File: config.mk
export PLATFORM = sky130hd
export DESIGN_NAME = tsu_queue_mux
export DESIGN_NICKNAME = d
export VERILOG_FILES = /design/src/rtl/tsu_queue_mux.sv
export SDC_FILE = /design/constraint.sdc
export NUM_CORES = 1
export LEC_CHECK = 0
export ABC_CLOCK_PERIOD_IN_PS = 22500
export CAP_MARGIN = 20
export CORE_UTILIZATION = 40
export DETAILED_ROUTE_END_ITERATION = 10
export GPL_TIMING_DRIVEN = 0
export PLACE_DENSITY = 0.61
export RECOVER_POWER = 50
export REMOVE_ABC_BUFFERS = 1
export SLEW_MARGIN = 20
export SYNTH_ARGS = -nofsm -noshare
export SYNTH_HDL_FRONTEND = slang
export SYNTH_SLANG_ARGS = --single-unit
File: constraint.sdc
create_clock -name clk -period 22.5 [get_ports clk]
set_input_delay 4.5 -clock clk [delete_from_list [all_inputs] [get_ports clk]]
set_output_delay 4.5 -clock clk [all_outputs]
set_load 0.005 [all_outputs]
File: src/rtl/tsu_queue_mux.sv
// Round-robin collector that drains CH_NUM tsu_queue read ports into a single
// channel-tagged first-word-fall-through stream for the host.
module tsu_queue_mux #(
  parameter  int CH_NUM = 2,
  parameter  int DATA_W = 92,
  parameter  int STAT_W = 8,
  parameter  int DEPTH  = 16,
  localparam int CH_W   = (CH_NUM > 1) ? $clog2(CH_NUM) : 1,
  localparam int AW     = $clog2(DEPTH),
  localparam int LW     = AW + 1
) (
  input  logic                     clk,
  input  logic                     rst_n,
  input  logic [CH_NUM-1:0]        ch_mask,
  input  logic [CH_NUM*STAT_W-1:0] q_rd_stat,
  input  logic [CH_NUM*DATA_W-1:0] q_rd_data,
  output logic [CH_NUM-1:0]        q_rd_en,
  output logic [CH_NUM-1:0]        ch_pend,
  output logic                     out_valid,
  input  logic                     out_ready,
  output logic [CH_W+DATA_W-1:0]   out_data,
  output logic [LW-1:0]            out_level,
  output logic [15:0]              drop_cnt
);

  typedef enum logic [1:0] {IDLE, RD, CAP} state_t;

  localparam int              CH_P     = 1 << CH_W;
  localparam int              SW1      = CH_W + 1;
  localparam logic [SW1-1:0]  CH_NUM_S = SW1'(CH_NUM);
  localparam logic [LW-1:0]   DEPTH_L  = LW'(DEPTH);

  state_t                 state, state_next;
  logic [CH_W-1:0]        grant, last, pick;
  logic                   found;
  logic [SW1-1:0]         cand;
  logic [CH_NUM-1:0]      pend_next;
  logic [CH_P-1:0]        pend_pad;
  logic [DATA_W-1:0]      data_arr [CH_P];
  logic                   push, push_ok, pop, full;
  logic [AW-1:0]          wr_ptr, rd_ptr;
  logic [CH_W+DATA_W-1:0] mem [DEPTH];

  // NOTE: every variable written in an always_comb gets a default first, so no path infers a latch.
  always_comb begin
    pend_next = '0;
    for (int k = 0; k < CH_NUM; k++)
      pend_next[k] = ch_mask[k] && (q_rd_stat[k*STAT_W +: STAT_W] != '0);
  end

  // NOTE: sequential state uses non-blocking assignments so every register samples pre-edge values.
  always_ff @(posedge clk or negedge rst_n) begin
    if (!rst_n) ch_pend <= '0;
    else        ch_pend <= pend_next;
  end

  // Pad the channel space to a power of two so a CH_W-bit index never runs off the end.
  always_comb begin
    pend_pad = '0;
    pend_pad[CH_NUM-1:0] = ch_pend;
    for (int k = 0; k < CH_P; k++)   data_arr[k] = '0;
    for (int k = 0; k < CH_NUM; k++) data_arr[k] = q_rd_data[k*DATA_W +: DATA_W];
  end

  // Rotating search starting just after the last served channel.
  always_comb begin
    found = 1'b0;
    pick  = last;
    cand  = '0;
    for (int i = 1; i <= CH_NUM; i++) begin
      cand = SW1'(last) + SW1'(i);
      if (cand >= CH_NUM_S) cand = cand - CH_NUM_S;
      if (!found && pend_pad[cand[CH_W-1:0]]) begin
        found = 1'b1;
        pick  = cand[CH_W-1:0];
      end
    end
  end

  assign full = (out_level == DEPTH_L);

  always_ff @(posedge clk or negedge rst_n) begin
    if (!rst_n) state <= IDLE;
    else        state <= state_next;
  end

  always_comb begin
    state_next = state;
    case (state)
      IDLE:    if (found && !full) state_next = RD;
      RD:      state_next = CAP;
      CAP:     state_next = IDLE;
      default: state_next = IDLE;
    endcase
  end

  always_comb begin
    q_rd_en = '0;
    push    = 1'b0;
    case (state)
      RD:      q_rd_en = CH_NUM'(1) << grant;
      CAP:     push    = 1'b1;
      default: ;
    endcase
  end

  always_ff @(posedge clk or negedge rst_n) begin
    if (!rst_n) begin
      grant <= '0;
      last  <= CH_W'(CH_NUM - 1);
    end else begin
      if (state == IDLE && found && !full) grant <= pick;
      if (state == CAP)                    last  <= grant;
    end
  end

  assign push_ok   = push && !full;
  assign out_valid = (out_level != '0);
  assign pop       = out_valid && out_ready;
  assign out_data  = mem[rd_ptr];

  // NOTE: the storage array is deliberately not reset; out_valid qualifies every read of it.
  always_ff @(posedge clk) begin
    if (push_ok) mem[wr_ptr] <= {grant, data_arr[grant]};
  end

  always_ff @(posedge clk or negedge rst_n) begin
    if (!rst_n) begin
      wr_ptr    <= '0;
      rd_ptr    <= '0;
      out_level <= '0;
      drop_cnt  <= '0;
    end else begin
      if (push_ok) wr_ptr <= wr_ptr + 1'b1;
      if (pop)     rd_ptr <= rd_ptr + 1'b1;
      case ({push_ok, pop})
        2'b10:   out_level <= out_level + 1'b1;
        2'b01:   out_level <= out_level - 1'b1;
        default: ;
      endcase
      if (push && full && drop_cnt != 16'hFFFF) drop_cnt <= drop_cnt + 16'd1;
    end
  end

endmodule

==> impl_metrics.json, run 1 <==
{
  "htreeDepth": 4,
  "finalMaxSlewViolations": 65,
  "setup.worst_path.start": "rd_ptr[0]$_DFFE_PN0P_",
  "fp.dieArea_um2": 150000,
  "grt_pass1_wl_mm": 205,
  "clkTransAtPathRegs_ns": 0.06,
  "cts_tree": "done",
  "antenna_found_initial": 1,
  "drc": 0,
  "min_path_type": "register to register",
  "grt_pass1_vias": 31200,
  "arrival_ns": 4.81,
  "ant_nets": 0,
  "hp-start": "state[1]$_DFFE_PN0P_",
  "synthFlopType": "edfxtp_1",
  "clock_sink_count": 1523,
  "reg2reg_slack_ns": 16.19,
  "rows": 141,
  "first_pass_iters": 5,
  "r2r-end": "mem[6][80]$_DFFE_PP_",
  "irDropWorstVdd_uv": 98.8,
  "io_buffers": 323,
  "drt_iter0_drc": 2643,
  "period_minus_slack_ns": 9.31,
  "overflow": 0,
  "root_buffer": "clkbuf_16",
  "ys_ff_latch": 1523,
  "synth_edf_count": 1488,
  "critPathMaxFanout": 40,
  "die_w_um": 388,
  "postSynthAreaPerCell_um2": 19.6,
  "maxSlewHeadroom_pct": -7.97,
  "synth_area_um2": 59500,
  "outcome": "complete, but fails checks",
  "drv_cap": 6,
  "p_leak_nw": 23.1,
  "initial_utilization_pct": 40.3,
  "post_cts_buffers": 0,
  "ys_types": 40,
  "cts_buffers": 156,
  "tns_ns": 0,
  "hold-path-cell-count": 1,
  "final-setup-viol-count": 0,
  "power_density_nw_per_um2": 128,
  "final_hold_viol_count": 0,
  "clock_latency_ns": 0.77,
  "worstSetupPathType": "register to output port",
  "holdPathEnd": "state[1]$_DFFE_PN0P_",
  "fin_nets": 3755,
  "p_total_w": 0.00910,
  "dp.final_hpwl_mm": 88.8,
  "io_pins": 324,
  "cts_hold_buf": 0,
  "yosysWarnings": 0,
  "reg2reg_depth": 7,
  "grt_max_degree": 51,
  "end_kind": "output port",
  "grt.total_usage_pct": 18.5,
  "max_slew.worst_pin.slew_ns": 1.61,
  "avgRoutedWirePerCell_um": 25.0,
  "whs_ns": 0.502,
  "post-route-period-util_pct": 41.4,
  "post-place-ws_ns": 13.87,
  "async_flop_share_pct": 2.30,
  "core_um2": 148000,
  "max_freq_mhz": 107,
  "num_vias": 30400,
  "wirelength_mm": 140,
  "r2r-start": "out_level[1]$_DFFE_PN0P_",
  "vias_per_cell": 5.43,
  "startpoint_type": "register",
  "gp_routability_congestion": 0.696,
  "syn_to_final_growth_pct": 19.3,
  "finClkSkew_ns": 0.0146,
  "clock_path_buffers": 3,
  "die_height_um": 388,
  "worstPathRequired_ns": 18.00,
  "drive_gt1_share_pct": 17.4,
  "rsz0062_at_grt": "no",
  "violations": "capacitance limit, slew limit",
  "yosysSeqAreaShare_pct": 76.5,
  "post_cts_resized": 0,
  "netlist_instances": 3044,
  "post-route-util_pct": 48.1,
  "worst_slack_ns": 13.19
}
## cells in the final DEF (no fill, tap or decap), types with 12 or more instances in the layout
cell type / instances
o21ai_1: 19
buf_16: 25
nand2_1: 110
nor2_1: 20
a21oi_1: 97
clkdlybuf4s50_1: 318
xnor2_1: 16
clkbuf_1: 175
a221oi_1: 93
buf_12: 16
mux2i_1: 279
clkinv_2: 25
o21ai_0: 171
clkbuf_16: 163
edfxtp_1: 1488
clkinv_1: 41
bufinv_16: 12
mux2_2: 187
mux4_2: 186
dfrtp_1: 30
a22oi_1: 93
## layout make-up
cell class | count | area [um2]
fill | 12200 | 76600
sequential | 1523 | 45600
multi-input combinational | 1345 | 13300
timing repair buffer | 508 | 4780
clock buffer | 194 | 4210
tap | 1930 | 2410
clock inverter | 94 | 779
inverter | 5 | 18.8
antenna | 1 | 2.50
## Yosys cell counts (2+ instances only)
master,count,share of area [%]
nand4_1,6,0.063
clkbuf_1,96,0.61
xor2_1,9,0.13
nor2b_1,3,0.032
or3_1,2,0.021
nand2_1,110,0.69
mux4_2,186,7.0
nor4_1,6,0.063
mux2i_1,279,4.7
nor3_1,9,0.076
buf_1,19,0.12
nand2b_1,6,0.063
o21ai_0,170,1.4
and3_1,2,0.021
a21oi_1,97,0.82
mux2_2,190,3.6
nor2_1,20,0.13
a21boi_0,2,0.025
a22oi_1,93,1.2
a221oi_1,93,1.4
nand3_1,4,0.034
xnor2_1,16,0.24
inv_1,5,0.032
buf_2,55,0.46
dfrtp_1,34,1.4
o21ai_1,20,0.17
and2_1,3,0.032
ha_1,10,0.21
edfxtp_1,1488,75
## stage by stage
step                cells  instance area, um2
floorplan            2873               58800
global placement     5126               64500
detailed placement   5311               68000
CTS                  5599               73000
global route         5600               71000
finish               5600               71000
## where the power goes
part	total (W)	switching (W)	internal [W]
clock	0.00252	0.00105	0.00146
sequential	0.00362	0.000109	0.00351
combinational	0.00297	0.00163	0.00134
total	0.00910	0.00279	0.00631
## how the worst max path moves through the flow
stage	endpoint	depth (start not counted)
CTS	out_data[40]	12
finish	out_data[40]	12
global route	out_data[40]	12
detailed placement	out_data[40]	12
global placement	out_data[47]	5
floorplan	out_data[0]	5
## sequential cells by signal, summed over array words and instances, names as in the netlist
register   cells
mem         1488
rd_ptr         4
last           1
out_level      5
grant          1
ch_pend        2
state          2
wr_ptr         4
drop_cnt      16
## logic make-up after synthesis
kind of cell | share of synthesized area, %
simple gates | 1.27
flops | 76.5
xor+xnor | 0.368
compound gates | 5.04
fa+ha+maj | 0.244
mux | 15.3
buf+inv | 1.23
## metal layers
layer  up-vias  part of all wire [%]  track usage [%]
met1     15900                    45             26.0
met5         -                     0                0
li1      13500                     -                -
met3       178                   5.3             3.30
met4         0                   1.6             4.60
met2       806                    48             30.0
## critical path: stages, from the launching register on
cell             delay [ns]
dfrtp_4                0.71
buf_16                 0.32
buf_12                 0.28
buf_16                 0.30
buf_16                 0.30
buf_16                 0.28
buf_16                 0.30
mux2_2                 0.37
o21ai_0                0.16
a21oi_1                0.08
a22oi_1                0.18
nand2_1                0.17
clkdlybuf4s50_1        0.49
No activity file was read; power rests on OpenSTA's default activity.
==> inputs of run 2 (changes only) <==
--- a/config.mk
+++ b/config.mk
@@ -5,7 +5,7 @@
 export SDC_FILE = /design/constraint.sdc
 export NUM_CORES = 1
 export LEC_CHECK = 0
-export ABC_CLOCK_PERIOD_IN_PS = 22500
+export ABC_CLOCK_PERIOD_IN_PS = 9250
 export CAP_MARGIN = 20
 export CORE_UTILIZATION = 40
 export DETAILED_ROUTE_END_ITERATION = 10
==> constraint.sdc (replaced) <==
create_clock -name clk -period 9.25 [get_ports clk]
set_input_delay 1.85 -clock clk [delete_from_list [all_inputs] [get_ports clk]]
set_output_delay 1.85 -clock clk [all_outputs]
set_load 0.005 [all_outputs]
==> run 2 against run 1 <==
  * The run still ends with capacitance limit, slew limit left
  * Count of clock-buffer cells in the layout is the same
  * Clock power grew 140%
  * Worst setup slack lost 11 ns
  * First-iteration DRC count shrank 2.0%
  * Critical path type unchanged
==> impl_metrics.json, run 2 (synthesis results as in run 1) <==
{
  "fillCellCount": 11900,
  "largest_register_ffs": 1488,
  "clock_latency_ns": 0.77,
  "placed_cells": 5311,
  "fin_cells": 5600,
  "arrival_ns": 4.80,
  "drc": 0,
  "htreeDepth": 4,
  "layout_common_cells": "edfxtp_1, clkdlybuf4s50_1, mux2i_1",
  "top_register": "mem",
  "finish.instance_area_um2": 72900,
  "violations": "capacitance limit, slew limit",
  "max_freq_mhz": 150,
  "finClkSkew_ns": 0.0129,
  "whs_ns": 0.502,
  "worst_slack_ns": 2.60,
  "irDropWorstVdd_uv": 240,
  "period_minus_slack_ns": 6.65,
  "avgRoutedWirePerCell_um": 24.9,
  "grt_max_degree": 51,
  "io_pins": 324,
  "initial_utilization_pct": 40.3,
  "die_height_um": 388,
  "final_hold_viol_count": 0,
  "max_slew.worst_pin.slew_ns": 2.76,
  "drv_cap": 6,
  "drt_iter0_drc": 2591,
  "power_density_nw_per_um2": 305,
  "met2_usage_pct": 30.0,
  "cts_hold_buf": 0,
  "grt_most_used_layer": "met2",
  "grt_pass1_vias": 31200,
  "cts_tree": "done",
  "finalMaxSlewViolations": 118,
  "p_total_w": 0.0222,
  "grt_util_met3_pct": 3.30,
  "reg_top3": "mem (1488), drop_cnt (16), out_level (5)",
  "syn_to_final_growth_pct": 22.4,
  "dp.final_hpwl_mm": 88.8,
  "critPathMaxFanout": 40,
  "final-setup-viol-count": 0,
  "post-route-period-util_pct": 71.9,
  "multiInputGateArea_um2": 13300,
  "gr-usage-met1_pct": 26.0,
  "rows": 141,
  "post-place-ws_ns": 3.27,
  "outcome": "complete, but fails checks",
  "wirelength_mm": 139,
  "root_buffer": "clkbuf_16",
  "dpl-instance-area_um2": 68000,
  "mostFrequentLayoutCell": "edfxtp_1",
  "clkTransAtPathRegs_ns": 0.06,
  "startpoint_type": "register",
  "clock_path_buffers": 3,
  "overflow": 0,
  "antenna_found_initial": 1,
  "register_area_um2": 45600,
  "ant_nets": 0,
  "rsz0062_at_grt": "no",
  "fp.dieArea_um2": 150000,
  "clock_sink_count": 1523,
  "grt_pass1_wl_mm": 205,
  "post_cts_resized": 0,
  "end_kind": "output port",
  "min_path_type": "register to register",
  "p_leak_nw": 24.1,
  "first_pass_iters": 5,
  "drive_gt1_share_pct": 19.1,
  "core_um2": 148000,
  "worstPathRequired_ns": 7.40,
  "num_vias": 30500,
  "fin_nets": 3755,
  "io_buffers": 323,
  "die_w_um": 388,
  "worstSetupPathType": "register to output port",
  "cts_buffers": 156,
  "vias_per_cell": 5.45,
  "post_cts_buffers": 0,
  "grt.total_usage_pct": 18.5,
  "gp_routability_congestion": 0.696,
  "maxSlewHeadroom_pct": -84.0
}
==> run 2: through the flow <==
step                TNS (ns)  utilization [%]
finish                     0             49.3
CTS                        0             49.4
global placement    -8281.86             43.7
detailed placement         0             46.0
floorplan           -1154.21                -
global route               0             49.3
==> run 2: power by group <==
part / switching (W) / internal (W) / leakage, nW
combinational: 0.00398 / 0.00330 / 7.80
sequential: 0.000264 / 0.00854 / 13.8
clock: 0.00256 / 0.00356 / 2.43
total: 0.00681 / 0.0154 / 24.1
==> run 2: final cells by class <==
type / instances / area share, %
diodes: 1 / 0.00343
clock buffers: 194 / 5.77
clock inverters: 94 / 1.07
inverters: 5 / 0.0258
multi-input cells: 1345 / 18.3
flip-flops and latches: 1523 / 62.6
well taps: 1930 / 3.31
repair buffers: 508 / 8.97
==> run 2: critical path, cell delays in order (launching register included) <==
cell             delay, ns
dfrtp_4               0.72
buf_16                0.32
buf_12                0.28
buf_16                0.30
buf_16                0.29
buf_16                0.28
buf_16                0.29
mux2_2                0.37
o21ai_0               0.16
a21oi_1               0.07
a22oi_1               0.18
nand2_1               0.17
clkdlybuf4s50_1       0.49
==> run 2: path summary, 6_finish.rpt <==
check | startpoint | endpoint | slack, ns | cells after the start
worst min register to register | state[1]$_DFFE_PN0P_ | state[1]$_DFFE_PN0P_ | 0.50 | 1
worst max register to register | grant$_DFFE_PN0P_ | mem[11][17]$_DFFE_PP_ | 4.88 | 2
worst max-delay path | rd_ptr[0]$_DFFE_PN0P_ | out_data[40] | 2.60 | 12
min in group asynchronous | rst_n | drop_cnt[8]$_DFFE_PN0P_ | 1.06 | 1
worst min-delay path | state[1]$_DFFE_PN0P_ | state[1]$_DFFE_PN0P_ | 0.50 | 1
max in group asynchronous | rst_n | rd_ptr[3]$_DFFE_PN0P_ | 6.27 | 2
==> run 2: metal layers <==
layer	wire (um)	share of wire, %
met1	61700	44
met2	67700	49
met3	7410	5.3
met4	2370	1.7
met5	0	0
==> inputs of run 3 (changes only) <==
--- a/config.mk
+++ b/config.mk
@@ -5,7 +5,7 @@
 export SDC_FILE = /design/constraint.sdc
 export NUM_CORES = 1
 export LEC_CHECK = 0
-export ABC_CLOCK_PERIOD_IN_PS = 9250
+export ABC_CLOCK_PERIOD_IN_PS = 6600
 export CAP_MARGIN = 20
 export CORE_UTILIZATION = 40
 export DETAILED_ROUTE_END_ITERATION = 10
==> constraint.sdc (replaced) <==
create_clock -name clk -period 6.6 [get_ports clk]
set_input_delay 1.32 -clock clk [delete_from_list [all_inputs] [get_ports clk]]
set_output_delay 1.32 -clock clk [all_outputs]
set_load 0.005 [all_outputs]
==> run 3 against run 2 <==
  * The run still ends with capacitance limit, slew limit left
  * Worst setup slack got worse by 2.1 ns
  * Highest routed layer unchanged
  * Utilization is the same
  * Sequential power rose by 40%
  * Flip-flop and latch count stayed put
  * Non-clock buffer count did not move
  * Register-to-register slack got worse by 2.7 ns
  * Combinational power up 40%
  * First-iteration DRC count is the same
  * Critical path depth stayed put
==> impl_metrics.json, run 3 (synthesis results as in run 1) <==
{
  "outcome": "complete, but fails checks",
  "violations": "capacitance limit, slew limit",
  "die_w_um": 388,
  "drt_iter0_drc": 2591,
  "fillCellCount": 11900,
  "post_cts_resized": 0,
  "die_height_um": 388,
  "gp_routability_congestion": 0.696,
  "finalMaxSlewViolations": 118,
  "num_vias": 30500,
  "rows": 141,
  "drv_cap": 6,
  "final_hold_viol_count": 0,
  "power_density_nw_per_um2": 427,
  "io_pins": 324,
  "period_minus_slack_ns": 6.12,
  "clock_sink_count": 1523,
  "finClkSkew_ns": 0.0127,
  "worstPathRequired_ns": 5.28,
  "cts_tree": "done",
  "htreeDepth": 4,
  "first_pass_iters": 5,
  "wirelength_mm": 139,
  "root_buffer": "clkbuf_16",
  "layout_common_cells": "edfxtp_1, clkdlybuf4s50_1, mux2i_1",
  "fin_cells": 5600,
  "p_total_w": 0.0311,
  "fp.dieArea_um2": 150000,
  "reg_top3": "mem (1488), drop_cnt (16), out_level (5)",
  "antenna_found_initial": 1,
  "grt.total_usage_pct": 18.5,
  "maxSlewHeadroom_pct": -84.0,
  "min_path_type": "register to register",
  "end_kind": "output port",
  "ant_nets": 0,
  "io_buffers": 323,
  "mostFrequentLayoutCell": "edfxtp_1",
  "setup.worst_path.start": "rd_ptr[0]$_DFFE_PN0P_",
  "grt_pass1_vias": 31200,
  "tns_ns": 0,
  "arrival_ns": 4.80,
  "r2r-end": "mem[11][17]$_DFFE_PP_",
  "placed_cells": 5311,
  "critPathMaxFanout": 40,
  "startpoint_type": "register",
  "avgRoutedWirePerCell_um": 24.9,
  "drc": 0,
  "whs_ns": 0.502,
  "max_freq_mhz": 163,
  "p_leak_nw": 24.1,
  "dp.final_hpwl_mm": 88.8,
  "clkTransAtPathRegs_ns": 0.06,
  "largest_register_ffs": 1488,
  "fin_nets": 3755,
  "rsz0062_at_grt": "no",
  "syn_to_final_growth_pct": 22.4,
  "clock_latency_ns": 0.77,
  "initial_utilization_pct": 40.3,
  "top_register": "mem",
  "post-route-period-util_pct": 92.7,
  "r2r-start": "grant$_DFFE_PN0P_",
  "overflow": 0,
  "post-route-util_pct": 49.3,
  "final-setup-viol-count": 0,
  "worstSetupPathType": "register to output port",
  "clock_path_buffers": 3,
  "vias_per_cell": 5.45,
  "core_um2": 148000,
  "cts_hold_buf": 0,
  "reg2reg_slack_ns": 2.23,
  "max_slew.worst_pin.slew_ns": 2.76,
  "grt_max_degree": 51,
  "cts_buffers": 156,
  "hold-path-cell-count": 1,
  "irDropWorstVdd_uv": 336,
  "drive_gt1_share_pct": 19.1,
  "reg2reg_depth": 2,
  "post_cts_buffers": 0,
  "critPathCapture": "out_data[40]",
  "grt_pass1_wl_mm": 205
}
-- run 3: cell count changes in the layout (fill, tap and decap cells not counted) --
| cell | before | now |
|---|---|---|
| clkdlybuf4s50_1 | 310 | 320 |
| dlygate4sd3_1 | 12 | 2 |
-- run 3: report_power, final --
part | total, W | internal [W] | switching (W)
Combinational | 0.0102 | 0.00462 | 0.00558
Clock | 0.00858 | 0.00499 | 0.00359
Sequential | 0.0123 | 0.0120 | 0.000370
-- run 3: metal layers --
layer	vias to the layer above	routed length, um	track usage, %
li1	13500	-	-
met1	16000	61800	26.0
met2	809	67700	30.0
met3	189	7360	3.30
met4	0	2370	4.60
met5	-	0	0
-- run 3: area by class of cell --
type | count | area, um2 | area share [%]
Antenna cell | 1 | 2.50 | 0.00343
Clock buffer | 194 | 4210 | 5.77
Clock inverter | 94 | 779 | 1.07
Inverter | 5 | 18.8 | 0.0258
Multi-Input combinational cell | 1345 | 13300 | 18.3
Sequential cell | 1523 | 45600 | 62.6
Tap cell | 1930 | 2410 | 3.31
Timing Repair Buffer | 508 | 6540 | 8.97
-- run 3: per-stage QoR --
step / area (um2) / setup WS [ns]
after floorplan: 58800 / -14.14
after detailed placement: 68000 / 1.15
final: 72900 / 0.479
after global routing: 72900 / 0.0707
after global placement: 64500 / -28.00
after CTS: 73000 / 0.308
-- run 3: critical path: stages, from the launching register on --
cell,delay (ns)
dfrtp_4,0.72
buf_16,0.32
buf_12,0.28
buf_16,0.30
buf_16,0.29
buf_16,0.28
buf_16,0.29
mux2_2,0.37
o21ai_0,0.16
a21oi_1,0.07
a22oi_1,0.18
nand2_1,0.17
clkdlybuf4s50_1,0.49
-- run 3: worst min-delay path by stage --
stage                         startpoint                 endpoint
floorplan           state[0]$_DFFE_PN0P_     state[0]$_DFFE_PN0P_
global placement    state[1]$_DFFE_PN0P_     state[1]$_DFFE_PN0P_
detailed placement  state[0]$_DFFE_PN0P_     state[0]$_DFFE_PN0P_
CTS                                rst_n  drop_cnt[0]$_DFFE_PN0P_
global route                       rst_n  drop_cnt[2]$_DFFE_PN0P_
finish              state[1]$_DFFE_PN0P_     state[1]$_DFFE_PN0P_
